==> config.mk <==
export PLATFORM = sky130hd
export DESIGN_NAME = forwarding_scoreboard
export DESIGN_NICKNAME = d
export VERILOG_FILES = /design/src/rtl/forwarding_scoreboard.sv
export SDC_FILE = /design/constraint.sdc
export NUM_CORES = 1
export LEC_CHECK = 0
export ABC_AREA = 1
export CORE_ASPECT_RATIO = 1.75
export CORE_MARGIN = 5
export CORE_UTILIZATION = 50
export DETAILED_ROUTE_END_ITERATION = 16
export PLACE_DENSITY = 0.86
export SKIP_LAST_GASP = 1
export SYNTH_ARGS = -nofsm -noshare
export SYNTH_HDL_FRONTEND = slang
export SYNTH_SLANG_ARGS = --single-unit
==> constraint.sdc <==
create_clock -name i_clk -period 1.9 [get_ports i_clk]
set_input_delay 0.38 -clock i_clk [delete_from_list [all_inputs] [get_ports i_clk]]
set_output_delay 0.38 -clock i_clk [all_outputs]
set_load 0.01 [all_outputs]
==> src/rtl/forwarding_scoreboard.sv <==
`default_nettype none
// forwarding_scoreboard: decode-stage hazard scoreboard that resolves forwarding in ID,
// registers per-operand forward selects into EX and stalls until a needed result is forwardable.
module forwarding_scoreboard #(
  parameter  int DEPTH  = 2,
  parameter  int REG_AW = 5,
  parameter  int AVL_W  = 2,
  parameter  int CNT_W  = 32,
  localparam int SEL_W  = $clog2(DEPTH + 1)
) (
  input  logic              i_clk,
  input  logic              i_rst_n,
  input  logic              i_freeze,
  input  logic              i_flush,
  input  logic              i_id_valid,
  input  logic [REG_AW-1:0] i_id_rs1_addr,
  input  logic [REG_AW-1:0] i_id_rs2_addr,
  input  logic              i_id_rs1_used,
  input  logic              i_id_rs2_used,
  input  logic [REG_AW-1:0] i_id_rd_addr,
  input  logic              i_id_reg_write,
  input  logic [AVL_W-1:0]  i_id_avail,
  output logic              o_stall,
  output logic [SEL_W-1:0]  o_ex_fwd_a,
  output logic [SEL_W-1:0]  o_ex_fwd_b,
  output logic [CNT_W-1:0]  o_stall_cycles
);

  // Position p holds the writer p stages past the ID/EX boundary (p = 0 is in EX).
  logic              rec_valid [DEPTH];
  logic [REG_AW-1:0] rec_rd    [DEPTH];
  logic              rec_wen   [DEPTH];
  logic [SEL_W-1:0]  rec_av    [DEPTH];

  logic [SEL_W-1:0]  sel_a, sel_b;
  logic              haz_a, haz_b;
  logic [SEL_W-1:0]  avail_clamped;
  logic              issue;
  logic              count_en;

  // Returns {hazard, select}; scanning oldest to youngest lets the youngest match win.
  function automatic logic [SEL_W:0] lookup(input logic [REG_AW-1:0] rs, input logic used);
    logic [SEL_W-1:0] sel;
    logic             haz;
    sel = '0;
    haz = 1'b0;
    if (used && (rs != '0)) begin
      for (int p = DEPTH - 1; p >= 0; p--) begin
        if (rec_valid[p] && rec_wen[p] && (rec_rd[p] == rs)) begin
          sel = SEL_W'(p + 1);
          haz = (rec_av[p] > SEL_W'(p + 1));
        end
      end
    end
    return {haz, sel};
  endfunction

  always_comb begin
    {haz_a, sel_a} = lookup(i_id_rs1_addr, i_id_rs1_used);
    {haz_b, sel_b} = lookup(i_id_rs2_addr, i_id_rs2_used);
  end

  always_comb begin
    if (i_id_avail == '0) begin
      avail_clamped = SEL_W'(1);
    end else if (32'(i_id_avail) > 32'(DEPTH)) begin
      avail_clamped = SEL_W'(DEPTH);
    end else begin
      avail_clamped = SEL_W'(i_id_avail);
    end
  end

  assign o_stall  = i_id_valid & ~i_flush & (haz_a | haz_b);
  assign issue    = i_id_valid & ~o_stall & ~i_flush & ~i_freeze;
  assign count_en = i_id_valid & o_stall & ~i_flush & ~i_freeze;

  // The oldest record simply falls off: it is written to the write-through register file this edge.
  always_ff @(posedge i_clk or negedge i_rst_n) begin
    if (!i_rst_n) begin
      for (int p = 0; p < DEPTH; p++) begin
        rec_valid[p] <= 1'b0;
        rec_rd[p]    <= '0;
        rec_wen[p]   <= 1'b0;
        rec_av[p]    <= '0;
      end
    end else if (!i_freeze) begin
      for (int p = DEPTH - 1; p > 0; p--) begin
        rec_valid[p] <= rec_valid[p-1];
        rec_rd[p]    <= rec_rd[p-1];
        rec_wen[p]   <= rec_wen[p-1];
        rec_av[p]    <= rec_av[p-1];
      end
      rec_valid[0] <= issue;
      rec_rd[0]    <= issue ? i_id_rd_addr : '0;
      rec_wen[0]   <= issue & i_id_reg_write & (i_id_rd_addr != '0);
      rec_av[0]    <= issue ? avail_clamped : '0;
    end
  end

  always_ff @(posedge i_clk or negedge i_rst_n) begin
    if (!i_rst_n) begin
      o_ex_fwd_a <= '0;
      o_ex_fwd_b <= '0;
    end else if (!i_freeze) begin
      o_ex_fwd_a <= issue ? sel_a : '0;
      o_ex_fwd_b <= issue ? sel_b : '0;
    end
  end

  always_ff @(posedge i_clk or negedge i_rst_n) begin
    if (!i_rst_n) begin
      o_stall_cycles <= '0;
    end else if (count_en && (o_stall_cycles != '1)) begin
      o_stall_cycles <= o_stall_cycles + CNT_W'(1);
    end
  end

endmodule
`default_nettype wire
### Word-level counts from Yosys, hierarchy flattened

Index checks and enable logic that the tools add are counted.

* register bits: 54
* output and inout port bits: 37

* mux-type cells: 18
* order comparisons: 3
* add/subtract/negate cells: 1
* reductions and logical operators: 13
* eq/ne operators: 5
* bitwise gates (word level): 14

Operators with widths (number)
* adder 32 x 1 -> 32 bit (second input constant): 1
* != test 32 bit (second input constant): 1
* two-way mux 2 bit: 11
* == test 5 bit: 4
* nonzero test 5 bit: 3
* AND 1 bit: 10
* logical AND 1 bit: 9
* two-way mux 1 bit: 6
* two-way mux 5 bit: 1
* greater-than comparator 2 bit (second input constant): 2
* NOT 1 bit: 3
* greater-than comparator 2 x 1 -> 1 bit (second input constant): 1
* logical NOT 2 bit: 1
* OR 1 bit: 1

### Depth between registers and ports, before layout

* depth after elaboration: 13
* mapped depth: 13
* depth with buffers taken out: 12

### Least setup slack after synthesis

Ideal clock, no wire load.

* path type: register to register
* start: reg o_stall_cycles[1]
* end: reg o_stall_cycles[28]
* setup slack: 0.092 ns
* cell stages (with the launch flop): 14
* arrival time: 1.691 ns
* required time: 1.783 ns
* buffers on the path: 1
* cell sequence: dfrtp_1 > ha_1 > nand3_2 > nor2_2 > inv_2 > nor2_4 > inv_2 > nor2_4 > nand2_2 > inv_2 > nor2_4 > buf_4 > nand2_1 > nand2_1

* cells in the longest elaborated chain, start to end: 2
* elaborated cells on any way between the ends: 3

Ends and longest elaborated chain
* from (decl): RTL line 26 `output logic [CNT_W-1:0] o_stall_cycles`
* from (signal assigned): RTL line 114 `o_stall_cycles <= o_stall_cycles + CNT_W'(1);`
* parallel branches: the longest is 2 deep, another holds adder 32 x 1 -> 32 bit

Several ways; the timed one is not identified.
A chain may end at the register's enable or synchronous reset.

### Final worst setup path

* start: in i_id_rs2_addr[3]
* end: out o_stall

* cells in the longest elaborated chain, start to end: 7
* elaborated cells on any way between the ends: 11

Ends and longest elaborated chain
* from (decl): RTL line 17 `input logic [REG_AW-1:0] i_id_rs2_addr,`
* == test 5 bit: RTL line 49 `if (rec_valid[p] && rec_wen[p] && (rec_rd[p] == rs)) begin`
* logical AND 1 bit: RTL line 49
* two-way mux 1 bit (2 in a row): RTL line 49
* two-way mux 1 bit *: RTL line 47 `if (used && (rs != '0)) begin`
* OR 1 bit *: RTL line 73 `assign o_stall = i_id_valid & ~i_flush & (haz_a | haz_b);`
* AND 1 bit *: RTL line 73
* to (decl): RTL line 23 `output logic o_stall,`

Every way passes the cells marked *; elsewhere a longest branch is shown, timed or not.

==> results by group <==
Finish
  – Antenna diodes: 0
  – Area occupied by multi-input gates: 1830 um2
  – Area growth syn-to-layout: 42.2%
  – Fin nets: 608
  – FF/Latch Area: 1350 um2
  – Most frequent cells in the layout: nand2_1, dfrtp_1, clkdlybuf4s50_1, inv_1, buf_4
  – Share of cells above drive strength 1: 0.189
  – Commonest non-fill, non-tap cell in the layout: nand2_1
  – Filler cells: 542

Timing
  – Fmax achieved: 0.465 GHz
  – Crit path time final: 2150 ps
  – Actual slew at the worst max-slew pin: 532 ps
  – Final setup vio count: 35
  – Clk_skew: 4.98 ps
  – Headroom to the max-slew limit: 0.646
  – Max-slew violations: 0
  – Unrepaired setup endpoints after global routing: yes
  – Final Hold Viols: 0
  – Final worst-path cycle share: 1.13
  – Post-route setup slack: -251 ps

CTS
  – Clock-pin slew on the worst setup and hold paths: 70 ps
  – Max H-tree Level: 2
  – Clock Latency Late Sink: 300 ps
  – Post-CTS Hold Fix Bufs: 0
  – CTS Buf Count: 5
  – Clock root buffer: clkbuf_16
  – Clock tree from TritonCTS: built
  – Maximum root-to-sink buffer count: 2
  – Clk sink count: 54

Drt
  – 1st-pass router iterations: 5
  – DRC Markers: 0
  – Via density: 5.30
  – Avg WL per Cell: 16.4 um
  – Initial DRC Count: 139
  – Antenna viol nets, final: 0
  – WL final: 10900 um
  – Via count: 3527

Global route
  – First-pass GRT wire length: 16700 um
  – Congestion Overflow GR: 0
  – Vias in the first global route: 3641
  – Largest net degree at the start of global routing: 33
  – Initial antenna violation count: 0
  – Total Routing Usage GR: 0.250

Placed design
  – Post-DP HPWL: 7680 um
  – Pre-CTS setup slack: -986 ps
  – Port Buffers: 60
  – GPL Wtd Cong: 0.970

Yosys
  – Number of synthesized register bits: 54
  – Synth top area cells: dfrtp_1, nand2_1, xor2_1
  – Mapped Area: 3330 um2
  – Mapped Cells: 471
  – Synth Warn #: 0
  – Post-synth top area share: 0.406
  – Seq/Total Area, Yosys: 0.406
  – Post-Syn Area per Cell: 7.07 um2
  – Yosys cell types: 28
  – Post-synthesis net count: 497
  – Leading area contributor after synthesis: dfrtp_1

Power
  – Psw: 0.000611 W
  – Pleak: 2.35 nW
  – Internal Power: 0.00193 W
  – Logic pwr share: 0.118
  – P per Cell Area: 537 nW/um2
  – Sequential share of power: 0.471
  – Clock power frac: 0.411
  – VDD IR-drop max: 619 uV
  – Sw Ratio: 0.240
  – Total Power: 0.00255 W

Run
  – Maxcap violations: 0

Critical path
  – Worst path cell trace: dlygate4sd2_1 -> inv_1 -> nand4_1 -> o21ai_1 -> inv_1 -> nand3_2 -> nand2_2 -> and2_4 -> buf_6
  – CP required: 1520 ps
  – Slowest cell delay on critical path: 320 ps
  – Slowest CP cell: o21ai_1
  – Arr. time, crit path: 1770 ps
  – Crit path kind: in2out
  – Endpoint class of the critical path: output pin
  – Critical path fanouts, max: 3
  – Most frequent CP cell: inv_1
  – Startpoint Class: input port

Floorplan
  – Die area: 8460 um2
  – Core Rows: 39
  – IO Count: 62
  – Die width: 71.7 um
  – Chip height: 118 um
  – Core outline area: 6540 um2
  – Initial cell density of the core: 0.510

Min path
  – Hold Path Class: in2async

Outcome
  – Failing checks: negative setup slack
  – Run status: finished, violations left
[stage by stage]
| stage | hold WS, ps | TNS [ps] | instances | instance area [um2] | utilization |
|---|---|---|---|---|---|
| final | 52.5 | -4870 | 665 | 4740 | 0.725 |
| after global routing | 93.5 | -8290 | 665 | 4740 | 0.725 |
| after CTS | 71.5 | -173 | 659 | 4580 | 0.701 |
| after detailed placement | 385 | -28110 | 633 | 4230 | 0.647 |
| after global placement | 375 | -25720 | 633 | 4230 | 0.647 |
| after floorplan | 84.4 | 0 | 471 | 3330 | - |
[synthesized netlist by cell type]
master and number:
dfrtp_1 54, buf_6 3, xnor2_1 6, o21ai_1 1
nor2_1 41, nand3_1 9, buf_1 1, nand4_4 1
nand2_2 2, o31ai_1 1, o22ai_1 8, nor3_1 12
or2_2 1, inv_1 49, and2_1 1, nor2_2 1
nand4_1 14, nand2_1 194, inv_2 5, o21ai_0 19
buf_2 1, buf_4 3, clkbuf_1 2, xor2_1 29
nor2_4 3, nor4_1 6, ha_1 1, nand3_2 3
[power groups by stage]
stage	clock network, W	registers (W)	logic [W]
finish	0.00105	0.00120	0.000300
global route	0.00111	0.00120	0.000330
global placement	0	0.00122	0.000225
detailed placement	0	0.00122	0.000230
CTS	0.00106	0.00120	0.000277
floorplan	0	0.00121	0.0000973
[layout make-up]
| cell class | count | area share |
|---|---|---|
| inverter | 54 | 0.0428 |
| sequential | 54 | 0.286 |
| timing repair buffer | 114 | 0.229 |
| multi-input combinational | 353 | 0.385 |
| clock inverter | 2 | 0.00792 |
| tap | 82 | 0.0216 |
| clock buffer | 6 | 0.0272 |
[sequential cells by signal, indices dropped and copies added, names as in the netlist]
register        flops
o_ex_fwd_b          2
o_ex_fwd_a          2
o_stall_cycles     32
rec_av              4
rec_rd             10
rec_wen             2
rec_valid           2
[repair_timing]
item / 4_1_cts / 5_1_grt
setup buffers: 20 / 6
resized for setup: 40 / 22
gates cloned: 0 / 3
setup endpoints to repair: 46 / 35
pin swaps: 18 / 16
[per-layer routing]
metal,vias up,GRT usage,part of all wire
met5,-,0,0
met4,0,0.151,0.059
met3,52,0.0350,0.044
met2,151,0.464,0.55
met1,1639,0.253,0.35
li1,1685,-,-
[kinds of logic (layout without fill, tap and decap cells)]
group | after synthesis | in the layout | share of synthesized area
and+or+nand+nor | 288 | 288 | 0.369
buffers and inverters | 64 | 176 | 0.0826
DFF | 54 | 54 | 0.406
xor gates and xnor gates | 35 | 35 | 0.0920
AOI/OAI and AO/OA | 29 | 29 | 0.0473
adders and majority gates | 1 | 1 | 0.00375
[worst paths after layout]
kind / startpoint / endpoint / slack (ps) / depth (start not counted)
min in group i_clk: o_ex_fwd_a[1] / o_ex_fwd_a[1] / 490 / 2
worst min-delay path: i_rst_n / o_stall_cycles[31] / 50 / 1
worst min register to register: o_ex_fwd_a[1] / o_ex_fwd_a[1] / 490 / 2
max in group asynchronous: i_rst_n / rec_rd[0] / 1280 / 2
worst max-delay path: i_id_rs2_addr[3] / o_stall / -250 / 9
worst max register to register: rec_rd[6] / o_ex_fwd_a[0] / -170 / 11
[worst max-delay path, delay by kind of cell]
family / cells / cell delay, ps
buffers and inverters: 4 / 600
AND/OR/NAND/NOR: 4 / 470
AO/OA/AOI/OAI: 1 / 320
Power figures use the tool's default switching activity.
